--- config.mk ---
export PLATFORM = sky130hd
export DESIGN_NAME = p4_dispatcher
export DESIGN_NICKNAME = d
export VERILOG_FILES = /design/src/rtl/p4_dispatcher.sv
export SDC_FILE = /design/constraint.sdc
export NUM_CORES = 1
export LEC_CHECK = 0
export CORE_AREA = 2 2 225 227
export DETAILED_ROUTE_END_ITERATION = 16
export DIE_AREA = 0 0 227 229
export GPL_TIMING_DRIVEN = 0
export HOLD_SLACK_MARGIN = 0.1
export PLACE_DENSITY_LB_ADDON = 0.2
export SYNTH_ARGS = -nofsm -noshare
export SYNTH_HDL_FRONTEND = slang
export SYNTH_SLANG_ARGS = --single-unit
--- constraint.sdc ---
create_clock -name clock -period 5.31 [get_ports clock]
set_input_delay 0.7965 -clock clock [delete_from_list [all_inputs] [get_ports clock]]
set_output_delay 0.7965 -clock clock [all_outputs]
set_load 0.005 [all_outputs]
--- src/rtl/p4_dispatcher.sv ---
// Head-of-pipeline splitter: spreads packet heads over 4 lanes and records lane order for P4Arbiter.
// Optional build macro P4_DISPATCH_STEER_EN steers on next_idx[1:0] instead of round-robin.
module p4_dispatcher #(
  parameter int IDX_DEPTH = 16
) (
  input  logic        clock,
  input  logic        reset,
  input  logic        io_in_valid,
  output logic        io_in_ready,
  input  logic [15:0] io_in_bits_head_eth_type,
  input  logic [31:0] io_in_bits_head_next_idx,
  input  logic [31:0] io_in_bits_head_bitmap,
  input  logic [31:0] io_in_bits_head_index,
  input  logic        io_in_bits_is_empty,
  output logic        io_out_0_valid,
  input  logic        io_out_0_ready,
  output logic [15:0] io_out_0_bits_head_eth_type,
  output logic [31:0] io_out_0_bits_head_next_idx,
  output logic [31:0] io_out_0_bits_head_bitmap,
  output logic [31:0] io_out_0_bits_head_index,
  output logic        io_out_0_bits_is_empty,
  output logic        io_out_1_valid,
  input  logic        io_out_1_ready,
  output logic [15:0] io_out_1_bits_head_eth_type,
  output logic [31:0] io_out_1_bits_head_next_idx,
  output logic [31:0] io_out_1_bits_head_bitmap,
  output logic [31:0] io_out_1_bits_head_index,
  output logic        io_out_1_bits_is_empty,
  output logic        io_out_2_valid,
  input  logic        io_out_2_ready,
  output logic [15:0] io_out_2_bits_head_eth_type,
  output logic [31:0] io_out_2_bits_head_next_idx,
  output logic [31:0] io_out_2_bits_head_bitmap,
  output logic [31:0] io_out_2_bits_head_index,
  output logic        io_out_2_bits_is_empty,
  output logic        io_out_3_valid,
  input  logic        io_out_3_ready,
  output logic [15:0] io_out_3_bits_head_eth_type,
  output logic [31:0] io_out_3_bits_head_next_idx,
  output logic [31:0] io_out_3_bits_head_bitmap,
  output logic [31:0] io_out_3_bits_head_index,
  output logic        io_out_3_bits_is_empty,
  output logic        io_idx_valid,
  input  logic        io_idx_ready,
  output logic [1:0]  io_idx_bits
);

  localparam int PW = $clog2(IDX_DEPTH);
  localparam int CW = PW + 1;

  // Packed head layout: {eth_type, next_idx, bitmap, index, is_empty}
  typedef logic [112:0] head_t;

  logic [3:0]    out_ready, lane_free, lane_load;
  logic [3:0]    lane_v_q, lane_v_d;
  head_t         lane_data_q [4];
  head_t         lane_data_d [4];
  head_t         in_head;
  logic [1:0]    sel;
  logic          in_fire, idx_full, idx_push, idx_pop;
  logic [PW-1:0] wr_ptr_q, wr_ptr_d, rd_ptr_q, rd_ptr_d;
  logic [CW-1:0] count_q, count_d;
  logic [1:0]    idx_mem_q [IDX_DEPTH];
  logic [1:0]    idx_mem_d [IDX_DEPTH];

  assign out_ready = {io_out_3_ready, io_out_2_ready, io_out_1_ready, io_out_0_ready};
  assign in_head   = {io_in_bits_head_eth_type, io_in_bits_head_next_idx,
                      io_in_bits_head_bitmap, io_in_bits_head_index, io_in_bits_is_empty};

`ifdef P4_DISPATCH_STEER_EN
  assign sel = io_in_bits_head_next_idx[1:0];
`else
  logic [1:0] rr_q, rr_d;
  assign sel = rr_q;
  always_comb rr_d = in_fire ? rr_q + 2'd1 : rr_q;
  always_ff @(posedge clock) begin
    if (reset) rr_q <= '0;
    else       rr_q <= rr_d;
  end
`endif

  // Every port transfers on valid && ready; a raised valid holds with stable bits until ready.
  // A blocked selected lane stalls the input; no other lane is tried.
  assign lane_free   = ~lane_v_q | out_ready;
  assign idx_full    = (count_q == CW'(IDX_DEPTH));
  assign io_in_ready = !reset && lane_free[sel] && !idx_full;
  assign in_fire     = io_in_valid && io_in_ready;
  assign idx_push    = in_fire;
  assign io_idx_valid = (count_q != '0);
  assign idx_pop     = io_idx_valid && io_idx_ready;
  assign io_idx_bits = idx_mem_q[rd_ptr_q];

  always_comb begin
    lane_load = '0;
    if (in_fire) lane_load[sel] = 1'b1;
    lane_v_d = (lane_v_q & ~out_ready) | lane_load;
    for (int n = 0; n < 4; n++) begin
      lane_data_d[n] = lane_load[n] ? in_head : lane_data_q[n];
    end
  end

  always_comb begin
    idx_mem_d = idx_mem_q;
    wr_ptr_d  = wr_ptr_q;
    rd_ptr_d  = rd_ptr_q;
    count_d   = count_q;
    if (idx_push) begin
      idx_mem_d[wr_ptr_q] = sel;
      wr_ptr_d = wr_ptr_q + PW'(1);
    end
    if (idx_pop) rd_ptr_d = rd_ptr_q + PW'(1);
    case ({idx_push, idx_pop})
      2'b10:   count_d = count_q + CW'(1);
      2'b01:   count_d = count_q - CW'(1);
      default: count_d = count_q;
    endcase
  end

  always_ff @(posedge clock) begin
    if (reset) begin
      lane_v_q <= '0;
      wr_ptr_q <= '0;
      rd_ptr_q <= '0;
      count_q  <= '0;
    end else begin
      lane_v_q <= lane_v_d;
      wr_ptr_q <= wr_ptr_d;
      rd_ptr_q <= rd_ptr_d;
      count_q  <= count_d;
    end
  end

  // Payload storage carries no reset; the valid bits and count gate it.
  always_ff @(posedge clock) begin
    lane_data_q <= lane_data_d;
    idx_mem_q   <= idx_mem_d;
  end

  assign io_out_0_valid = lane_v_q[0];
  assign io_out_1_valid = lane_v_q[1];
  assign io_out_2_valid = lane_v_q[2];
  assign io_out_3_valid = lane_v_q[3];

  assign {io_out_0_bits_head_eth_type, io_out_0_bits_head_next_idx, io_out_0_bits_head_bitmap,
          io_out_0_bits_head_index, io_out_0_bits_is_empty} = lane_data_q[0];
  assign {io_out_1_bits_head_eth_type, io_out_1_bits_head_next_idx, io_out_1_bits_head_bitmap,
          io_out_1_bits_head_index, io_out_1_bits_is_empty} = lane_data_q[1];
  assign {io_out_2_bits_head_eth_type, io_out_2_bits_head_next_idx, io_out_2_bits_head_bitmap,
          io_out_2_bits_head_index, io_out_2_bits_is_empty} = lane_data_q[2];
  assign {io_out_3_bits_head_eth_type, io_out_3_bits_head_next_idx, io_out_3_bits_head_bitmap,
          io_out_3_bits_head_index, io_out_3_bits_is_empty} = lane_data_q[3];

endmodule
; Word level (Yosys, flattened, before mapping)
; Index checks and enable logic that the tools add are counted.
[totals]
inputBits = 121
reg_bits = 503
out_inout_bits = 460
[classes]
addsub = 5
n_reduce_logical = 10
magnitude_cmp = 5
mux = 12
eq_ne = 3
bitwise = 7
[ops]
columns = op, n
row1 = 32-bit bitwise mux, 1
row2 = 5-bit greater-or-equal comparator (second input constant), 2
row3 = 4-bit inverter with 5-bit output, 2
row4 = 5-bit case mux with 2 select lines, 1
row5 = 4-bit by 1-bit adder with 4-bit output (second input constant), 2
row6 = 2-bit binary-select mux with 4-bit select, 1
row7 = 2-bit demux with 4-bit select, 1
row8 = 4-bit inverter, 2
row9 = 4-bit OR, 2
row10 = 1-bit logical AND, 6
row11 = 2-bit two-way mux, 3
row12 = 5-bit by 1-bit adder with 5-bit output (second input constant), 1
row13 = 5-bit equality test (second input constant), 1
row14 = 5-bit by 1-bit less-than comparator with 1-bit output (second input constant), 1
row15 = 5-bit nonzero test, 1
row16 = 5-bit by 1-bit subtractor with 5-bit output (second input constant), 1
row17 = 4-bit bitwise AND, 1
row18 = 4-bit two-way mux, 1
row19 = 2-bit by 3-bit less-than comparator with 1-bit output (second input constant), 1
row20 = 2-bit by 1-bit adder with 2-bit output (second input constant), 1
row21 = 1-bit binary-select mux with 2-bit select, 1
row22 = 1-bit demux with 2-bit select, 1
row23 = 2-bit by 1-bit equality test with 1-bit output (second input constant), 1
row24 = 2-bit equality test (second input constant), 1
row25 = other kinds (4), 6

; Logic depth before layout (Yosys ltp)
[logic_depth]
word_depth = 9
mapped_depth = 13
ltp_nobuf = 11

; Worst setup path after synthesis
; OpenSTA, ideal clock, no wires.
[synth_timing]
path_kind = input port to flip-flop
startpoint = in io_in_valid
endpoint = reg lane_data_q (netlist bit io_out_0_bits_head_bitmap[0]), enable pin
slack_ns = 0.777
required_ns = 4.824
n_path_buf = 0
cell_stages = 3
arrival_ns = 4.047
path_cell_list = nor2b_1 -> a21boi_2 -> and3_1
[synth_via]
elab_chain_cells = 2
[synth_rtl]
columns = item, line
row1 = from (decl), 8  ; input logic io_in_valid,
row2 = 1-bit logical AND, 87  ; assign in_fire = io_in_valid && io_in_ready;
row3 = 4-bit two-way mux, 95  ; if (in_fire) lane_load[sel] = 1'b1;
row4 = named net lane_load[0], 54  ; logic [3:0] out_ready, lane_free, lane_load;
row5 = to (signal assigned), 135  ; lane_data_q <= lane_data_d;
row6 = to (decl), 56  ; head_t lane_data_q [4];
; The timed path passes the listed nets, and every way through them passes these cells.
; A chain may end at the register's enable or synchronous reset.

; Worst setup path in the final report
[layout_timing]
startpoint = reg rr_q[1]
endpoint = out io_in_ready
[layout_via]
elab_chain_cells = 4
[layout_rtl]
columns = item, line
row1 = from (decl), 73  ; logic [1:0] rr_q, rr_d;
row2 = from (signal assigned), 78  ; else rr_q <= rr_d;
row3 = 1-bit binary-select mux with 2-bit select, 86  ; assign io_in_ready = !reset && lane_free[sel] && !idx_full;
row4 = 1-bit two-way mux (implied by the code), 86
row5 = 1-bit logical AND (2 in series), 86
row6 = to (decl), 9  ; output logic io_in_ready,
; Every way passes these cells. The select of a mux whose other input is x is not followed.

==> impl_results.md <==
- Met1 Wirelength: 15.3 mm
- WL met2: 22.4 mm
- NetSw: 0.00195 W
- Mean Syn Cell Area: 24.7 sq um
- Area contributors post-synth: edfxtp_1 (90%), dfxtp_1 (2.4%), mux4_2 (1.4%)
- Final Wtd Congestion: 0.784
- Clock Latency Late Sink: 0.59 ns
- Clock share of power: 0.398
- Fin crit share: 0.698
- Vias in the first global route: 9,024
- Worst-path maximum fanout: 19
- Synth area leader: edfxtp_1
- CTS tree: done
- Largest net degree at the start of global routing: 56
- Routed wl met3: 4.65 mm
- Status: finished, final reports clean
- GRT Total Usage: 0.163
- Setup Buffers After CTS: 0
- Crit-path cells: inv_2 > mux4_2 > a211oi_1 > clkdlybuf4s50_1
- Worst vdd ir: 0.220 mV
- Highest Signal Layer: met5
- Final nets: 1,430
- Leak: 8.27 nW
- Number of synthesized register bits: 503
- Slew Viols, Final: 0
- Top-level port count: 581
- CTS buffer count: 53
- Final ANT Viol Nets: 0
- Yosys warning total: 0
- Unrepaired setup endpoints after global routing: false
- Core area: 49,700 sq um
- Flop pwr share: 0.507
- Internal power: 0.00715 W
- Share of layout cells above drive strength 1: 0.0885
- Htree depth: 2
- Synthesized area: 16,100 sq um
- Average via count per standard cell: 4.28
- Most frequent cells after synthesis: edfxtp_1 (484), dfxtp_1 (19), nor2_1 (17), and3_1 (13), ha_1 (13)
- Chip height: 229 microns
- Area share of the largest cell type after synthesis: 0.902
- Initial Util: 0.325
- Per-cell routed wire length: 21.7 microns
- Detailed Place HPWL: 30.9 mm
- Final setup fails: 0
- Worst Path Required: 4.51 ns
- Type of destination of the critical path: output port
- Remaining DRCs: 0
- Post-synth EDFFs: 484
- Pre-antenna DRT Iters: 4
- First-pass GRT wire length: 61.5 mm
- Critical Path AT: 2.91 ns
- Max-cap viol count: 0
- Setup TNS: 0 ns
- Cells after synthesis: 652
- Synthesized Nets: 787
- Hold Buf Count CTS: 0
- Area Growth Syn to Fin: 53.4%
- Design Power: 0.00910 W
- Routed vias: 8,589
- Initial antenna violation count: 3
- Top FF cell, synth: edfxtp_1
- Switching part of the total: 0.214
- Min Tclk post-route: 3.71 ns
- CP max stage delay: 0.73 ns
- Final hold viol count: 0
- R2R Setup Slk: 1.72 ns
- Final cell count without fillers: 2,007
- Worst hold path type: reg -> reg
- Total gr overflow: 0
- Fin Clk Skew: 0.0302 ns
- Util after Layout: 0.498
- Num rows: 82
- Cells after DPL: 1,912
- Crit path max-delay family: buffers and inverters
- Port bufs: 580
- Clock buffer depth: 3
- Register area share after synthesis: 0.925
- Die area: 52,000 sq um
- Comb pwr share: 0.096
- Power Density: 368 nW/um^2
- Peak Freq: 270 MHz
- WS Path Type: reg -> out
- Worst-Margin Slew: 0.702 ns
- DRT iter0 DRCs: 455
- Synth cell types: 37
- CP bufs+invs: 2
- Top-count cell post-synth: edfxtp_1
- Total Wirelength: 43.5 mm
- Startpoint types: flip-flop
- CTS root buf: clkbuf_16
- Async SR Flop Fraction: 0
- Worst rel slew slack: 0.532
- Die W: 227 microns
- Resize count post-CTS: 0
- Clock-pin slew on the worst setup and hold paths: 0.06 ns
- Slowest-stage cell, CP: dfxtp_1
- CTS sink cnt: 503
final timing paths:
check               from     endpoint  cells past startpoint
max              rr_q[1]  io_in_ready                      4
min          lane_v_q[0]  lane_v_q[0]                      2
min reg2reg  lane_v_q[0]  lane_v_q[0]                      2
max reg2reg      rr_q[1]   count_q[4]                     11
per-layer routing:
layer / global-route usage / vias up
met4: 0.0605 / 2
met2: 0.287 / 372
met1: 0.175 / 4257
met3: 0.0667 / 58
met5: 0 / -
li1: - / 3900
through the flow:
stage / hold slack, ns / cell area (sq um) / setup WS [ns]
floorplan: 0.483 / 16100 / 0.777
global placement: 0.498 / 22800 / -2.31
detailed placement: 0.503 / 23000 / 1.34
CTS: 0.515 / 24700 / 1.48
global route: 0.539 / 24700 / 1.34
finish: 0.509 / 24700 / 1.60
final cells by class:
class                   instances  area [sq um]
fillers                      4182         24900
repair buffers                588          6020
plain buffers                   8          38.8
clock buffers                  64          1400
inverters                      10          37.5
multi-input cells             131          1150
clock inverters                29           323
diodes                          2          5.00
well taps                     672           841
flip-flops and latches        503         14900
tightest hold or removal path, delay by kind of cell (launching register included):
family	cells	cell delay [ns]
AOI/OAI and AO/OA	1	0.06
DFF	1	0.32
and+or+nand+nor	1	0.09
layout by cell type (no fill, tap or decap), types with 8 or more instances in the layout:
master / instances
dfxtp_1: 19
and3_1: 9
ha_1: 13
inv_1: 9
clkdlybuf4s50_1: 580
clkbuf_1: 14
mux4_2: 10
clkbuf_16: 54
clkinv_2: 12
a21oi_1: 8
nor2_1: 17
edfxtp_1: 484
nor2b_1: 9
power by group through the flow:
stage / sequential [W] / clock, W / combinational, W
floorplan: 0.00472 / 0 / 0.000312
global placement: 0.00473 / 0 / 0.000851
detailed placement: 0.00469 / 0 / 0.000882
CTS: 0.00461 / 0.00373 / 0.000887
global route: 0.00462 / 0.00388 / 0.000940
finish: 0.00461 / 0.00362 / 0.000869
flip-flops by register name, summed over array words and instances (netlist names), 2 cells and up:
register	flops
io_out_1_bits_head_eth_type	16
io_out_3_bits_head_next_idx	32
io_out_0_bits_head_eth_type	16
io_out_1_bits_head_next_idx	32
io_out_3_bits_head_index	32
lane_v_q	4
rr_q	2
count_q	5
io_out_3_bits_head_bitmap	32
wr_ptr_q	4
io_out_0_bits_head_next_idx	32
io_out_2_bits_head_bitmap	32
io_out_2_bits_head_next_idx	32
io_out_2_bits_head_eth_type	16
idx_mem_q	32
io_out_1_bits_head_bitmap	32
rd_ptr_q	4
io_out_0_bits_head_index	32
io_out_1_bits_head_index	32
io_out_0_bits_head_bitmap	32
io_out_3_bits_head_eth_type	16
io_out_2_bits_head_index	32
kinds of logic (layout without fill, tap and decap cells):
family | count (synthesis) | in the layout | synth area share
XOR/XNOR | 5 | 5 | 0.00272
other | 0 | 2 | 0
adder cells (fa/ha/maj) | 14 | 14 | 0.0113
multiplexers | 17 | 17 | 0.0184
AO/OA/AOI/OAI | 26 | 26 | 0.0132
buffers and inverters | 18 | 699 | 0.00473
AND/OR/NAND/NOR | 69 | 69 | 0.0244
flip-flops | 503 | 503 | 0.925
(Power assumes the default switching activity.)
